**src/rtl/if_pkg.sv**
```systemverilog
// Shared types and constants for the instruction fetch stage and its optional cache.
package if_pkg;

  typedef enum logic [1:0] {
    ST_REQ   = 2'd0,
    ST_WAIT  = 2'd1,
    ST_DRAIN = 2'd2,
    ST_DONE  = 2'd3
  } fetch_state_e;

  localparam logic [2:0] IFCU_VALID = 3'd0;
  localparam logic [2:0] IFCU_BUSY  = 3'd1;
  localparam logic [2:0] IFCU_FLUSH = 3'd2;
  localparam logic [2:0] IFCU_STALL = 3'd4;

  localparam int IC_ENTRIES = 16;
  localparam int IC_IDX_W   = 4;
  localparam int IC_TAG_W   = 26;

  function automatic logic [31:0] align_word(input logic [31:0] addr);
    return {addr[31:2], 2'b00};
  endfunction

endpackage

```
**src/rtl/if_icache.sv**
```systemverilog
// 16-entry direct-mapped instruction cache, word-addressed: combinational lookup,
// write takes effect on the next clock edge; no backpressure, valid bits cleared by reset.
module if_icache
  import if_pkg::*;
(
  input  logic        clk,
  input  logic        rst,
  input  logic [29:0] rd_waddr,
  output logic        rd_hit,
  output logic [31:0] rd_data,
  input  logic        wr_en,
  input  logic [29:0] wr_waddr,
  input  logic [31:0] wr_data
);

  logic [IC_ENTRIES-1:0] valid_q, valid_d;
  logic [IC_TAG_W-1:0]   tag_q  [IC_ENTRIES];
  logic [31:0]           data_q [IC_ENTRIES];
  logic [IC_IDX_W-1:0]   rd_idx, wr_idx;

  assign rd_idx  = rd_waddr[IC_IDX_W-1:0];
  assign wr_idx  = wr_waddr[IC_IDX_W-1:0];
  assign rd_hit  = valid_q[rd_idx] && (tag_q[rd_idx] == rd_waddr[29:IC_IDX_W]);
  assign rd_data = data_q[rd_idx];

  always_comb begin
    valid_d = valid_q;
    if (wr_en) valid_d[wr_idx] = 1'b1;
  end

  always_ff @(posedge clk or negedge rst) begin
    if (!rst) valid_q <= '0;
    else      valid_q <= valid_d;
  end

  // Tag and data need no reset: a cleared valid bit masks them.
  always_ff @(posedge clk) begin
    if (wr_en) begin
      tag_q[wr_idx]  <= wr_waddr[29:IC_IDX_W];
      data_q[wr_idx] <= wr_data;
    end
  end

endmodule

```
**src/rtl/if_fetch.sv**
```systemverilog
// Byte-serial instruction fetch: 8-cycle best-case miss latency, 1 cycle on a hit with IF_ICACHE_EN;
// stall holds the presented word, br_taken redirects and overrides stall.
module if_fetch
  import if_pkg::*;
#(
  parameter logic [31:0] RESET_PC = 32'h00000000
) (
  input  logic        clk,
  input  logic        rst,
  input  logic        stall,
  input  logic        br_taken,
  input  logic [31:0] br_target,
  output logic        mem_req,
  output logic [31:0] mem_addr,
  input  logic        mem_gnt,
  input  logic        mem_rvalid,
  input  logic [7:0]  mem_rdata,
  output logic [31:0] if_pc,
  output logic [31:0] if_is,
  output logic [2:0]  if_cu
);

  fetch_state_e state_q, state_d;
  logic [31:0]  pc_q, pc_d;
  logic [31:0]  is_q, is_d;
  logic [1:0]   idx_q, idx_d;
  logic         hit;
  logic [31:0]  hit_data;

`ifdef IF_ICACHE_EN
  logic ic_hit;
  logic fill;

  // Only completed fetches fill; a redirect in the last WAIT cycle discards the word.
  assign fill = (state_q == ST_WAIT) && mem_rvalid && (idx_q == 2'd3) && !br_taken;
  assign hit  = ic_hit && (state_q == ST_REQ) && (idx_q == 2'd0);

  if_icache u_icache (
    .clk      (clk),
    .rst      (rst),
    .rd_waddr (pc_q[31:2]),
    .rd_hit   (ic_hit),
    .rd_data  (hit_data),
    .wr_en    (fill),
    .wr_waddr (pc_q[31:2]),
    .wr_data  (is_d)
  );
`else
  assign hit      = 1'b0;
  assign hit_data = '0;
`endif

  assign mem_req  = rst && (state_q == ST_REQ) && !hit;
  assign mem_addr = pc_q + {30'd0, idx_q};
  assign if_pc    = pc_q;
  assign if_is    = is_q;

  always_comb begin
    if_cu = IFCU_BUSY;
    if (rst) begin
      if (br_taken)                if_cu = IFCU_FLUSH;
      else if (state_q == ST_DONE) if_cu = stall ? IFCU_STALL : IFCU_VALID;
    end
  end

  always_comb begin
    state_d = state_q;
    pc_d    = pc_q;
    idx_d   = idx_q;
    is_d    = is_q;
    if (br_taken) begin
      pc_d  = align_word(br_target);
      idx_d = 2'd0;
      // A granted byte still in flight must be swallowed before refetching.
      if ((state_q == ST_WAIT  && !mem_rvalid) ||
          (state_q == ST_DRAIN && !mem_rvalid) ||
          (mem_req && mem_gnt))
        state_d = ST_DRAIN;
      else
        state_d = ST_REQ;
    end else begin
      case (state_q)
        ST_REQ: begin
          if (hit) begin
            is_d    = hit_data;
            state_d = ST_DONE;
          end else if (mem_gnt) begin
            state_d = ST_WAIT;
          end
        end
        ST_WAIT: begin
          if (mem_rvalid) begin
            is_d[{idx_q, 3'b000} +: 8] = mem_rdata;
            if (idx_q == 2'd3) begin
              state_d = ST_DONE;
            end else begin
              idx_d   = idx_q + 2'd1;
              state_d = ST_REQ;
            end
          end
        end
        ST_DRAIN: begin
          if (mem_rvalid) state_d = ST_REQ;
        end
        ST_DONE: begin
          if (!stall) begin
            pc_d    = pc_q + 32'd4;
            idx_d   = 2'd0;
            state_d = ST_REQ;
          end
        end
        default: state_d = ST_REQ;
      endcase
    end
  end

  always_ff @(posedge clk or negedge rst) begin
    if (!rst) begin
      state_q <= ST_REQ;
      pc_q    <= RESET_PC;
      idx_q   <= 2'd0;
      is_q    <= '0;
    end else begin
      state_q <= state_d;
      pc_q    <= pc_d;
      idx_q   <= idx_d;
      is_q    <= is_d;
    end
  end

endmodule

```
**config.mk**
```make
export PLATFORM = sky130hd
export DESIGN_NAME = if_fetch
export DESIGN_NICKNAME = d
export VERILOG_FILES = /design/src/rtl/if_pkg.sv /design/src/rtl/if_icache.sv /design/src/rtl/if_fetch.sv
export SDC_FILE = /design/constraint.sdc
export NUM_CORES = 1
export LEC_CHECK = 0
export BUFFER_PORTS_ARGS = -buffer_cell sky130_fd_sc_hd__buf_2
export CAP_MARGIN = 20
export CORE_ASPECT_RATIO = 0.9
export CORE_MARGIN = 10
export CORE_UTILIZATION = 35
export DETAILED_ROUTE_END_ITERATION = 8
export PLACE_DENSITY = 0.73
export SETUP_SLACK_MARGIN = 0.1
export SLEW_MARGIN = 0
export SYNTH_ARGS = -nofsm -noshare
export SYNTH_HDL_FRONTEND = slang
export SYNTH_SLANG_ARGS = --single-unit
```
**constraint.sdc**
```tcl
create_clock -name clk -period 5.5 [get_ports clk]
set_input_delay 0.825 -clock clk [delete_from_list [all_inputs] [get_ports clk]]
set_output_delay 0.825 -clock clk [all_outputs]
set_load 0.02 [all_outputs]
```
==> results.ini <==
[timing]
hold_viol=0
max_slew_margin_pct=38.8
finalCritPeriodShare_pct=62.4
worstMarginPinSlew_ns=0.917
maxSlewViolCount=0
fin_setup_tns_ns=0
clock_skew_ns=0.00740
max_freq_ghz=0.291
rsz0062_at_grt=no
setup-violations-final=0
fin_crit_ns=3.43

[critical_path]
path_class=primary input to primary output
path_max_fanout=53
crit_top_cell=buf_2
critPathTopFamily=buffers and inverters
arrival_ns=2.61
reg2reg_depth=4
cp-end-kind=primary output
reg2reg_to=if_pc[29]$_DFFE_PN0N_
worstPathCellList=buf_2, inv_1, and4_1, buf_2
cpMaxStageDelayCell=inv_1
critPathBufInv=3
required_ns=4.68
reg2reg_from=state_q[1]$_DFFE_PN0P_
crit_start=br_taken
slowest_delay_ns=0.64
r2r_setup_slack_ns=2.79
critPathLaunchType=primary input
cp.depth=4
critPathCapture=if_cu[2]

[floorplan]
fp.dieW_um=127
die_h_um=116
ioPinCount=146
start_util_pct=35.5
core_area_um2=10200
die-area_um2=14800
placementRows=35

[power]
power.total_mw=1.57
internal-power_mw=1.02
pwr-share-seq_pct=39.0
power_frac_comb_pct=24.9
max-vdd-ir-drop_uv=179
switchingPower_uw=551
switching_share_pct=35.0
powerDensity_nw_per_um2=345
p_leak_nw=2.11
clockPowerShare_pct=36.1

[flow_run]
max-cap-violations=0

[clocking]
clock_sinks=66
ctsHoldBuffers=0
path_clk_slew_ns=0.06
cts-root-buf=clkbuf_16
postCtsSetupRepairBufs=0
h-tree-depth=3
cts_resized=0
cts_buffers=9
cts_tree=done
clock_latency_ns=0.33
cts_buffer_depth=2

[place]
numPortBuffers=141
hpwl_um=8500
gp_congestion=0.842

[finish]
area_growth_pct=26.6
fillCellCount=1024
layout.nets=586
antenna_cells=0
drive_above_1_share_pct=30.2

[synthesis]
yosys_warnings=0
synthTopCellsByArea=dfrtp_1, nand2_1, o21ai_0, clkbuf_1, or4_1
synth_edf_count=0
synth.ff_latch_count=66
yosysUniqueCellTypes=46
synthCells=433
seq_area_frac_synth_pct=45.8
syn_avg_cell_area_um2=8.33
syn_area_um2=3610
synth_top_cell_by_area=dfrtp_1
synthArstFlopShare_pct=100
synth_top_area_share_pct=45.8
ys.flop_type=dfrtp_1

[drt]
viasPerCell=5.17
routedWlPerCell_um=16.9
wirelength_um=11300
drc=0
drt-initial-drc-count=280
drt_pass1_iterations=4
ant_nets=0
dr_total_vias=3454

[grt]
grt_max_degree=54
grt_pass1_vias=3446
overflow=0
grt_pass1_wl_um=17700
grt_use_total_pct=14.6
antenna_found_initial=0

[outcome]
outcome=finished, final reports clean

[worst_hold_path]
min_path_type=register to register

cell usage after synthesis, drive strengths merged (2+ instances only):
cell	instances
inv	8
or3	4
mux2i	3
nor3	5
a21oi	2
a211oi	2
o21ai	54
o311ai	5
or4b	2
ha	6
nand3	17
nor2	15
xor2	4
nor2b	4
nand4	6
o31ai	8
and2	3
o211ai	2
dfrtp	66
nand2	102
nor4	6
a31oi	9
buf	4
nand3b	2
or2	3
clkbuf	49
or4	14
nor3b	6
xnor2	8
and4	2
cell families (layout without fill, tap and decap cells):
logic type	count (synthesis)	after routing	synth area share, %
AND/OR/NAND/NOR	197	197	27.3
AO/OA/AOI/OAI	87	87	14.2
flip-flops	66	66	45.8
buffers and inverters	61	166	6.80
XOR/XNOR	12	12	2.91
adder cells (fa/ha/maj)	6	6	2.08
multiplexers	3	3	0.832
other	1	2	0.104
tightest hold or removal path: cells and delay by family, from the launching register on:
| family | cells | cell delay [ns] |
|---|---|---|
| and+or+nand+nor | 1 | 0.04 |
| AOI/OAI and AO/OA | 1 | 0.06 |
| DFF | 1 | 0.33 |
power by group through the flow:
stage	combinational (mW)	clock, mW	sequential (mW)
6_report	0.392	0.568	0.614
5_1_grt	0.435	0.600	0.628
4_1_cts	0.397	0.576	0.614
3_5_place_dp	0.394	0	0.623
3_3_place_gp	0.385	0	0.617
2_1_floorplan	0.211	0	0.656
final cells by class:
class | instances | area [um2] | share of cell area, %
Inverter | 8 | 30.0 | 0.658
Sequential cell | 66 | 1650 | 36.2
Multi-Input combinational cell | 307 | 1710 | 37.5
Tap cell | 129 | 161 | 3.54
Timing Repair Buffer | 142 | 713 | 15.6
Clock buffer | 9 | 225 | 4.93
Clock inverter | 7 | 70.1 | 1.53
worst min path at each step:
stage               cells past startpoint                  start  slack (ns)               endpoint
CTS                                     2  if_is[13]$_DFFE_PN0P_        0.48  if_is[13]$_DFFE_PN0P_
detailed placement                      2  if_is[13]$_DFFE_PN0P_        0.47  if_is[13]$_DFFE_PN0P_
global placement                        2   if_is[8]$_DFFE_PN0P_        0.46   if_is[8]$_DFFE_PN0P_
floorplan                               0                    rst        0.53   idx_q[0]$_DFFE_PN0P_
finish                                  2  if_is[13]$_DFFE_PN0P_        0.48  if_is[13]$_DFFE_PN0P_
global route                            2  if_is[18]$_DFFE_PN0P_        0.50  if_is[18]$_DFFE_PN0P_
metal layers:
layer  GRT usage [%]  part of all wire, %  up-vias
met1            16.7                   41     1640
li1                -                    -     1691
met4            6.97                  1.9        0
met2            24.7                   50      107
met5               0                    0        -
met3            4.36                  6.7       16
cells in the final DEF, fill, tap and decap left out, types with 4 or more instances in the layout:
cell	instances
ha_1	6
nor3_1	5
buf_2	141
nand2_1	102
clkbuf_16	9
a31oi_1	9
nor3b_1	6
or3_1	4
o311ai_0	5
nand4_1	5
xnor2_1	8
nor4_1	6
o21ai_0	54
o31ai_1	8
inv_1	8
nor2b_1	4
nor2_1	15
dfrtp_1	66
nand3_1	17
or4_1	13
xor2_1	4
flip-flops by register name, summed over array words and instances (netlist names):
name     cells
if_is       32
if_pc       30
idx_q        2
state_q      2
per-stage QoR:
step	hold WS [ns]	cells	setup slack (ns)	util, %	cell area (um2)
2_1_floorplan	0.529	434	2.81	-	3610
3_3_place_gp	0.459	652	2.11	42.0	4270
3_5_place_dp	0.469	652	2.10	42.0	4270
4_1_cts	0.482	668	2.09	44.9	4570
5_1_grt	0.504	668	1.92	44.9	4570
6_report	0.477	668	2.07	44.9	4570
Power figures use the tool's default switching activity.
